## src/rtl/serial_adder_pkg.sv

```systemverilog
// Shared definitions for the bit-serial adder: controller state encoding and
// the default operand width.
package serial_adder_pkg;

  localparam int WIDTH_DEFAULT = 8;

  typedef enum logic [1:0] {
    IDLE  = 2'b00,
    SHIFT = 2'b01,
    DONE  = 2'b10
  } state_t;

endpackage

```

## src/rtl/bit_1_full_adder.sv

```systemverilog
// Single-bit full adder cell: s_i = a_i ^ b_i ^ c_i_1, c_i = carry-out.
module bit_1_full_adder (
  input  logic a_i,
  input  logic b_i,
  input  logic c_i_1,
  output logic s_i,
  output logic c_i
);

  logic half_sum;

  assign half_sum = a_i ^ b_i;
  assign s_i      = half_sum ^ c_i_1;
  assign c_i      = (a_i & b_i) | (c_i_1 & half_sum);

endmodule

```

## src/rtl/bit_serial_adder_ctrl.sv

```systemverilog
// Bit-serial adder controller: computes A+B+c_in one bit per clock, LSB first,
// through a single bit_1_full_adder instance.
//
// Timing: start_i accepted at edge 0; operand bits 0..WIDTH-1 are added on
// edges 1..WIDTH (busy_o high for those WIDTH cycles); edge WIDTH+1 is a settle
// step that loads sum_o/c_out_o from the partial-sum and carry registers and
// raises done_o for one cycle.
//
// Optional feature: define SERIAL_ADDER_SUB_EN to add input sub_i, which turns
// the operation into A + ~B + 1 (c_in_i ignored; c_out_o=1 means no borrow).
module bit_serial_adder_ctrl
  import serial_adder_pkg::*;
#(
  parameter int WIDTH = WIDTH_DEFAULT
) (
  input  logic             clk,
  input  logic             rst_n,
  input  logic             start_i,
  input  logic [WIDTH-1:0] a_i,
  input  logic [WIDTH-1:0] b_i,
  input  logic             c_in_i,
`ifdef SERIAL_ADDER_SUB_EN
  input  logic             sub_i,
`endif
  output logic             busy_o,
  output logic             done_o,
  output logic [WIDTH-1:0] sum_o,
  output logic             c_out_o
);

  // Counter runs 0..WIDTH: WIDTH add steps plus the settle step.
  localparam int               CNT_W    = $clog2(WIDTH + 1);
  localparam logic [CNT_W-1:0] LAST_BIT = CNT_W'(WIDTH - 1);
  localparam logic [CNT_W-1:0] SETTLE   = CNT_W'(WIDTH);

  state_t           state;
  logic [CNT_W-1:0] cnt;
  logic [WIDTH-1:0] op_a;
  logic [WIDTH-1:0] op_b;
  logic [WIDTH-1:0] psum;
  logic             carry;

  logic             sum_bit;
  logic             carry_next;
  logic [WIDTH-1:0] b_load;
  logic             c_load;
  logic             accept;

  // Operand conditioning at acceptance: subtraction stores ~B with carry-in 1.
  always_comb begin
`ifdef SERIAL_ADDER_SUB_EN
    b_load = sub_i ? ~b_i : b_i;
    c_load = sub_i ? 1'b1 : c_in_i;
`else
    b_load = b_i;
    c_load = c_in_i;
`endif
  end

  // New operands are taken from IDLE or, back-to-back, from DONE; never in SHIFT.
  assign accept = start_i && (state == IDLE || state == DONE);

  // The only arithmetic: one full-adder cell fed by the operand LSBs.
  bit_1_full_adder u_fa (
    .a_i   (op_a[0]),
    .b_i   (op_b[0]),
    .c_i_1 (carry),
    .s_i   (sum_bit),
    .c_i   (carry_next)
  );

  // Controller FSM with registered outputs and serial datapath registers.
  // NOTE: non-blocking assignments so every register updates from pre-edge values.
  always_ff @(posedge clk or negedge rst_n) begin
    if (!rst_n) begin
      // NOTE: operand and partial-sum registers are reset too, so nothing from an
      // aborted operation can surface later.
      state   <= IDLE;
      cnt     <= '0;
      op_a    <= '0;
      op_b    <= '0;
      psum    <= '0;
      carry   <= 1'b0;
      busy_o  <= 1'b0;
      done_o  <= 1'b0;
      sum_o   <= '0;
      c_out_o <= 1'b0;
    end else begin
      done_o <= 1'b0;
      if (accept) begin
        op_a   <= a_i;
        op_b   <= b_load;
        carry  <= c_load;
        psum   <= '0;
        cnt    <= '0;
        busy_o <= 1'b1;
        state  <= SHIFT;
      end else begin
        case (state)
          SHIFT: begin
            if (cnt == SETTLE) begin
              sum_o   <= psum;
              c_out_o <= carry;
              done_o  <= 1'b1;
              state   <= DONE;
            end else begin
              // Operand registers shift right so op[0] always holds bit[cnt].
              psum  <= {sum_bit, psum[WIDTH-1:1]};
              carry <= carry_next;
              op_a  <= op_a >> 1;
              op_b  <= op_b >> 1;
              cnt   <= cnt + CNT_W'(1);
              if (cnt == LAST_BIT) begin
                busy_o <= 1'b0;
              end
            end
          end
          DONE:    state <= IDLE;
          default: state <= IDLE;
        endcase
      end
    end
  end

endmodule

```

## config.mk

```make
export PLATFORM = sky130hd
export DESIGN_NAME = bit_serial_adder_ctrl
export DESIGN_NICKNAME = d
export VERILOG_FILES = /design/src/rtl/serial_adder_pkg.sv /design/src/rtl/bit_1_full_adder.sv /design/src/rtl/bit_serial_adder_ctrl.sv
export SDC_FILE = /design/constraint.sdc
export NUM_CORES = 1
export LEC_CHECK = 0
export BUFFER_PORTS_ARGS = -buffer_cell sky130_fd_sc_hd__buf_2
export CAP_MARGIN = 25
export CELL_PAD_IN_SITES_DETAIL_PLACEMENT = 0
export CELL_PAD_IN_SITES_GLOBAL_PLACEMENT = 1
export CORE_ASPECT_RATIO = 0.7
export CORE_MARGIN = 4
export CORE_UTILIZATION = 40
export DETAILED_ROUTE_END_ITERATION = 8
export GPL_TIMING_DRIVEN = 0
export PLACE_DENSITY_LB_ADDON = 0.2
export SLEW_MARGIN = 20
export SYNTH_ARGS = -nofsm -noshare
export SYNTH_HDL_FRONTEND = slang
export SYNTH_SLANG_ARGS = --single-unit
export TNS_END_PERCENT = 5
```

## constraint.sdc

```tcl
create_clock -name clk -period 4.35 [get_ports clk]
set_input_delay 0.435 -clock clk [delete_from_list [all_inputs] [get_ports clk]]
set_output_delay 0.435 -clock clk [all_outputs]
set_load 0.02 [all_outputs]
```

Word level (Yosys, flattened, before mapping)
Index checks and enable logic that the tools add are counted.
Word-level totals
  register bits after elaboration: 42
  latch bits: 0
  RAM bits: 0
  bits in read-only memories: 0
  input port bits: 20
  output and inout port bits: 11
  word-level logic and storage cells: 56
  memories: 0
Operators by class
  add/sub/neg operators: 1
  $mul: 0
  div/mod/pow operators: 0
  order comparisons: 0
  equality and inequality tests: 6
  shift operators: 0
  multiplexer cells: 25
  bitwise operators: 6
  reduce and logical (&&, ||, !) cells: 8
Operators with widths (number)
  $mux W8: 9
  $mux W4: 3
  $mux W1: 10
  $mux W2: 3
  $reduce_and A3 Y1: 2
  $add A4 B1 Y4 const B: 1
  $eq A4 B3 Y1 const B: 1
  $eq A4 B4 Y1 const B: 1
  $reduce_bool A2 Y1: 2
  $ne A3 B3 Y1 const B: 1
  $and A1 B1 Y1: 2
  $eq A2 B1 Y1 const B: 1
  $eq A2 B2 Y1 const B: 1
  $logic_not A2 Y1: 1
  $ne A2 B2 Y1 const B: 1
  $reduce_and A2 Y1: 1
  $xor A1 B1 Y1: 2
  $logic_and A1 B1 Y1: 1
  $logic_or A1 B1 Y1: 1
  $not A1 Y1: 1
  $or A1 B1 Y1: 1

Depth between registers and ports, before layout
  depth after elaboration: 6
  depth in mapped cells: 7
  mapped depth without buffers: 5

Modules after synthesis
From an unflattened synthesis, not the netlist that was laid out.
Second synthesis, totals
  cell total of the unflattened synthesis: 188
  area, all modules: 1935.6 sq um
By module, submodules not included
  bit_serial_adder_ctrl: times used 1, cells each 187, area an instance 1915.6 sq um, sequential area each 1051.0 sq um
  bit_1_full_adder: times used 1, cells each 1, area an instance 20.0 sq um, sequential area each 0.0 sq um

Worst setup path before layout
Ideal clock, no wire load.
  kind: reg-to-reg
  start point: register cnt[0]
  end point: register op_b[4]
  library setup time: 126 ps
  arrival time: 1344 ps
  data required time: 4224 ps
  setup slack: 2880 ps
  stages on the path, launching flop included: 7
  buffers on the path: 1
  period minus slack after synthesis: 1470 ps
  path through: dfrtp_1 inv_1 ha_1 nand3b_4 buf_6 and3_1 a221o_1
On the way
  cells in the longest elaborated chain, start to end: 3
Ends and longest elaborated chain
  start, declared: line bit_serial_adder_ctrl.sv:37  | logic [CNT_W-1:0] cnt;
  start signal, assigned: line bit_serial_adder_ctrl.sv:112  | cnt <= cnt + CNT_W'(1);
  $eq A4 B4 Y1: line bit_serial_adder_ctrl.sv:101  | if (cnt == SETTLE) begin
  $ne A2 B2 Y1 (no line)
  $reduce_and A2 Y1 (no line)
  end signal, assigned: line bit_serial_adder_ctrl.sv:92  | op_b <= b_load;
  end signal, assigned: line bit_serial_adder_ctrl.sv:111  | op_b <= op_b >> 1;
  end, declared: line bit_serial_adder_ctrl.sv:39  | logic [WIDTH-1:0] op_b;
No other way between the ends.
A chain may end at the register's enable or synchronous reset.

Worst setup path in the final report
  start point: register cnt[0]
  end point: register psum[2]
On the way
  cells in the longest elaborated chain, start to end: 3
Ends and longest elaborated chain
  $eq A4 B4 Y1: line bit_serial_adder_ctrl.sv:101
  $ne A2 B2 Y1 (no line)
  $reduce_and A2 Y1 (no line)
  end signal, assigned: line bit_serial_adder_ctrl.sv:108  | psum <= {sum_bit, psum[WIDTH-1:1]};
  end, declared: line bit_serial_adder_ctrl.sv:40  | logic [WIDTH-1:0] psum;
No other way between the ends.

==> results by group <==
Outcome
  • Status: finished, final reports clean

Worst setup path
  • Setup crit end kind: flip-flop
  • CP startpoint kind: flip-flop
  • Req. time, crit path: 4.52 ns
  • Crit Path Max Fanout: 10
  • FF-to-FF End: psum[2]
  • Critical Path AT: 1.81 ns
  • Crit Reg-Reg Startpoint: cnt[0]
  • R2R depth: 6
  • Reg2Reg Setup Slack: 2.70 ns
  • Crit Path Category: flip-flop to flip-flop

CTS
  • Clk slew on worst S/H paths: 0.08 ns
  • Clk Latency, worst-skew pair: 0.29 ns
  • TritonCTS clock tree: built
  • Setup Buffers After CTS: 0
  • Post_cts resized: 0
  • Hold buffers post-CTS: 0
  • Clk root buf: clkbuf_8
  • Clk buf depth: 2
  • Num CTS Buffers: 5
  • Total clock sinks: 42
  • Level count of the clock H-tree: 2

Placement
  • Placed Instances: 247
  • GPL Wtd Cong: 0.7225
  • IO buf count: 30
  • Post-DP HPWL: 2852 um
  • Dpl cell area: 2101 sq um

Detailed routing
  • Via count: 1385
  • DRT iter0 DRCs: 47
  • Router iterations before antenna repair: 4
  • Remaining DRCs: 0
  • WL per Instance: 16.05 um
  • Post-route ant nets: 0
  • Total Routed Length: 4093 um
  • Drt via density: 5.431

Cells and area
  • Commonest non-fill, non-tap cell in the layout: dfrtp_1
  • Most frequent cells in the layout: dfrtp_1 (42), buf_2 (38), nand2_1 (14), o21ai_0 (12)
  • Area growth, synth to finish: 16.89%
  • Nets: 223
  • Final core area utilization: 49.66%
  • Layout cells sized above 1: 31.50%
  • Ant. Diodes: 0
  • Final std cell area, no fill: 2200 sq um
  • Non-Filler Instances: 255

Pwr
  • Leak Pwr: 1.122 nW
  • Power Dens Cells: 706.1 nW/um^2
  • Net load switching power: 0.5917 mW
  • Comb pwr share: 42.3%
  • Switching share of power: 38.09%
  • Maximum VDD drop: 0.2950 mV
  • P_int: 0.9615 mW
  • Sequential Power Share: 42.5%
  • Total power: 1.553 mW
  • Clk pwr share: 15.2%

STA
  • Hold Vio Cnt, Final: 0
  • Final Setup Violations: 0
  • Final Max Tran Viols: 0
  • Fin Setup TNS: 0 ns
  • Worst Max-Slew Pin Slew: 0.3971 ns
  • Max Clk Rate: 0.6075 GHz
  • Worst slew margin: 73.53%
  • RSZ-0062 raised after global routing: no
  • Final Cycle Share: 37.84%
  • Setup Skew: 0.004048 ns
  • Final min period: 1.646 ns

Synthesis
  • Top_reg_cell synth: dfrtp_1
  • Synth cell types: 32
  • Top post-synthesis cells by area: dfrtp_1 (56%), mux2_2 (6.0%), a221o_1 (5.9%)
  • Post-Syn Nets: 185
  • Ys async rst share: 100.0%
  • Synthesized flop and latch total: 42
  • Yosys synthesis warning count: 0
  • Synth area leader: dfrtp_1
  • Share of the synthesized area in the top cell type: 55.85%
  • Mapped cell area: 1882 sq um
  • Synthesized netlist cell count: 162
  • Seq/Total Area, Yosys: 55.85%
  • Post-synth EDFFs: 0
  • Mean post-synth cell area: 11.62 sq um

Worst hold path
  • Hold Crit Class: primary input to async pin

Global route
  • Antenna violations before repair: 0
  • Vias in the first global route: 1384
  • Largest net degree at the start of global routing: 43
  • GRT overflow: 0
  • GRT Total Usage: 14.75%
  • First-pass GRT wire length: 6865 um

Floorplanning
  • DIE AREA: 5883 sq um
  • Core ar.: 4429 sq um
  • FP Rows: 20
  • DIE WIDTH: 89.98 um
  • Die height: 65.39 um
  • # IOs: 31
  • Starting density of the core: 42.49%

Run
  • MaxCap Viol Count: 0
-- power groups by stage --
stage	sequential, mW	combinational (mW)	clock, mW
6_report	0.661	0.657	0.236
4_1_cts	0.662	0.664	0.245
3_5_place_dp	0.671	0.659	0
5_1_grt	0.685	0.727	0.264
3_3_place_gp	0.660	0.642	0
2_1_floorplan	0.693	0.441	0
-- through the flow --
stage,setup WS (ns),hold slack (ns)
after floorplan,2.880,0.1394
after global placement,2.738,0.4851
after detailed placement,2.718,0.4909
after CTS,2.690,0.3176
after global routing,2.586,0.07830
final,2.704,0.06177
-- state kept, by name, indices dropped and copies added (netlist names) --
register and flops:
op_a 8, op_b 8, psum 8, sum_o 8
cnt 4, state 2, busy_o 1, c_out_o 1
carry 1, done_o 1
-- area by class of cell --
class | instances | area [sq um]
Inverter | 6 | 22.52
Clock buffer | 5 | 68.82
Fill cell | 421 | 2230
Buffer | 11 | 66.31
Clock inverter | 2 | 10.01
Multi-Input combinational cell | 103 | 742.0
Timing Repair Buffer | 31 | 170.2
Sequential cell | 42 | 1051
Tap cell | 55 | 68.82
-- per-layer routing --
layer	wire, um	share of wire (%)	vias up	GRT usage (%)
met4	39	0.95	0	3.435
met1	2123	52	690	22.00
met5	0	0	-	0
li1	-	-	660	-
met2	1763	43	28	21.44
met3	167	4.1	7	3.776
-- kinds of logic (layout without fill, tap and decap cells) --
logic type                 count (synthesis)  count (layout)  synth area share [%]
AOI/OAI and AO/OA                         34              34                 13.23
buffers and inverters                     17              55                 4.720
adders and majority gates                  3               3                 2.393
DFF                                       42              42                 55.85
and+or+nand+nor                           55              55                 17.29
muxes                                     11              11                 6.516
-- cell usage after synthesis (2+ instances only) --
cell	n
o21ai_0	12
buf_4	2
a221o_1	11
a21oi_1	3
buf_2	8
nand2b_1	3
and2_1	5
inv_1	6
and3_1	11
nand3_1	9
dfrtp_1	42
ha_1	2
o211ai_1	2
nor2_1	5
nand2_1	14
o32ai_1	2
mux2_2	10
-- worst max-delay path: stages (launching register included) --
cell and delay [ns]:
dfrtp_1 0.40, inv_1 0.06, ha_1 0.24, and3b_2 0.27, nor2_1 0.18, buf_2 0.25, o21ai_0 0.12
-- worst max-delay path by stage --
stage	start	end	slack [ns]	depth (start not counted)
2_1_floorplan	cnt[0]	op_b[4]	2.88	6
3_3_place_gp	cnt[0]	psum[0]	2.74	6
3_5_place_dp	cnt[0]	op_a[7]	2.72	6
4_1_cts	cnt[0]	psum[2]	2.69	6
5_1_grt	cnt[0]	psum[4]	2.59	6
6_report	cnt[0]	psum[2]	2.70	6
No activity file was read; power rests on OpenSTA's default activity.
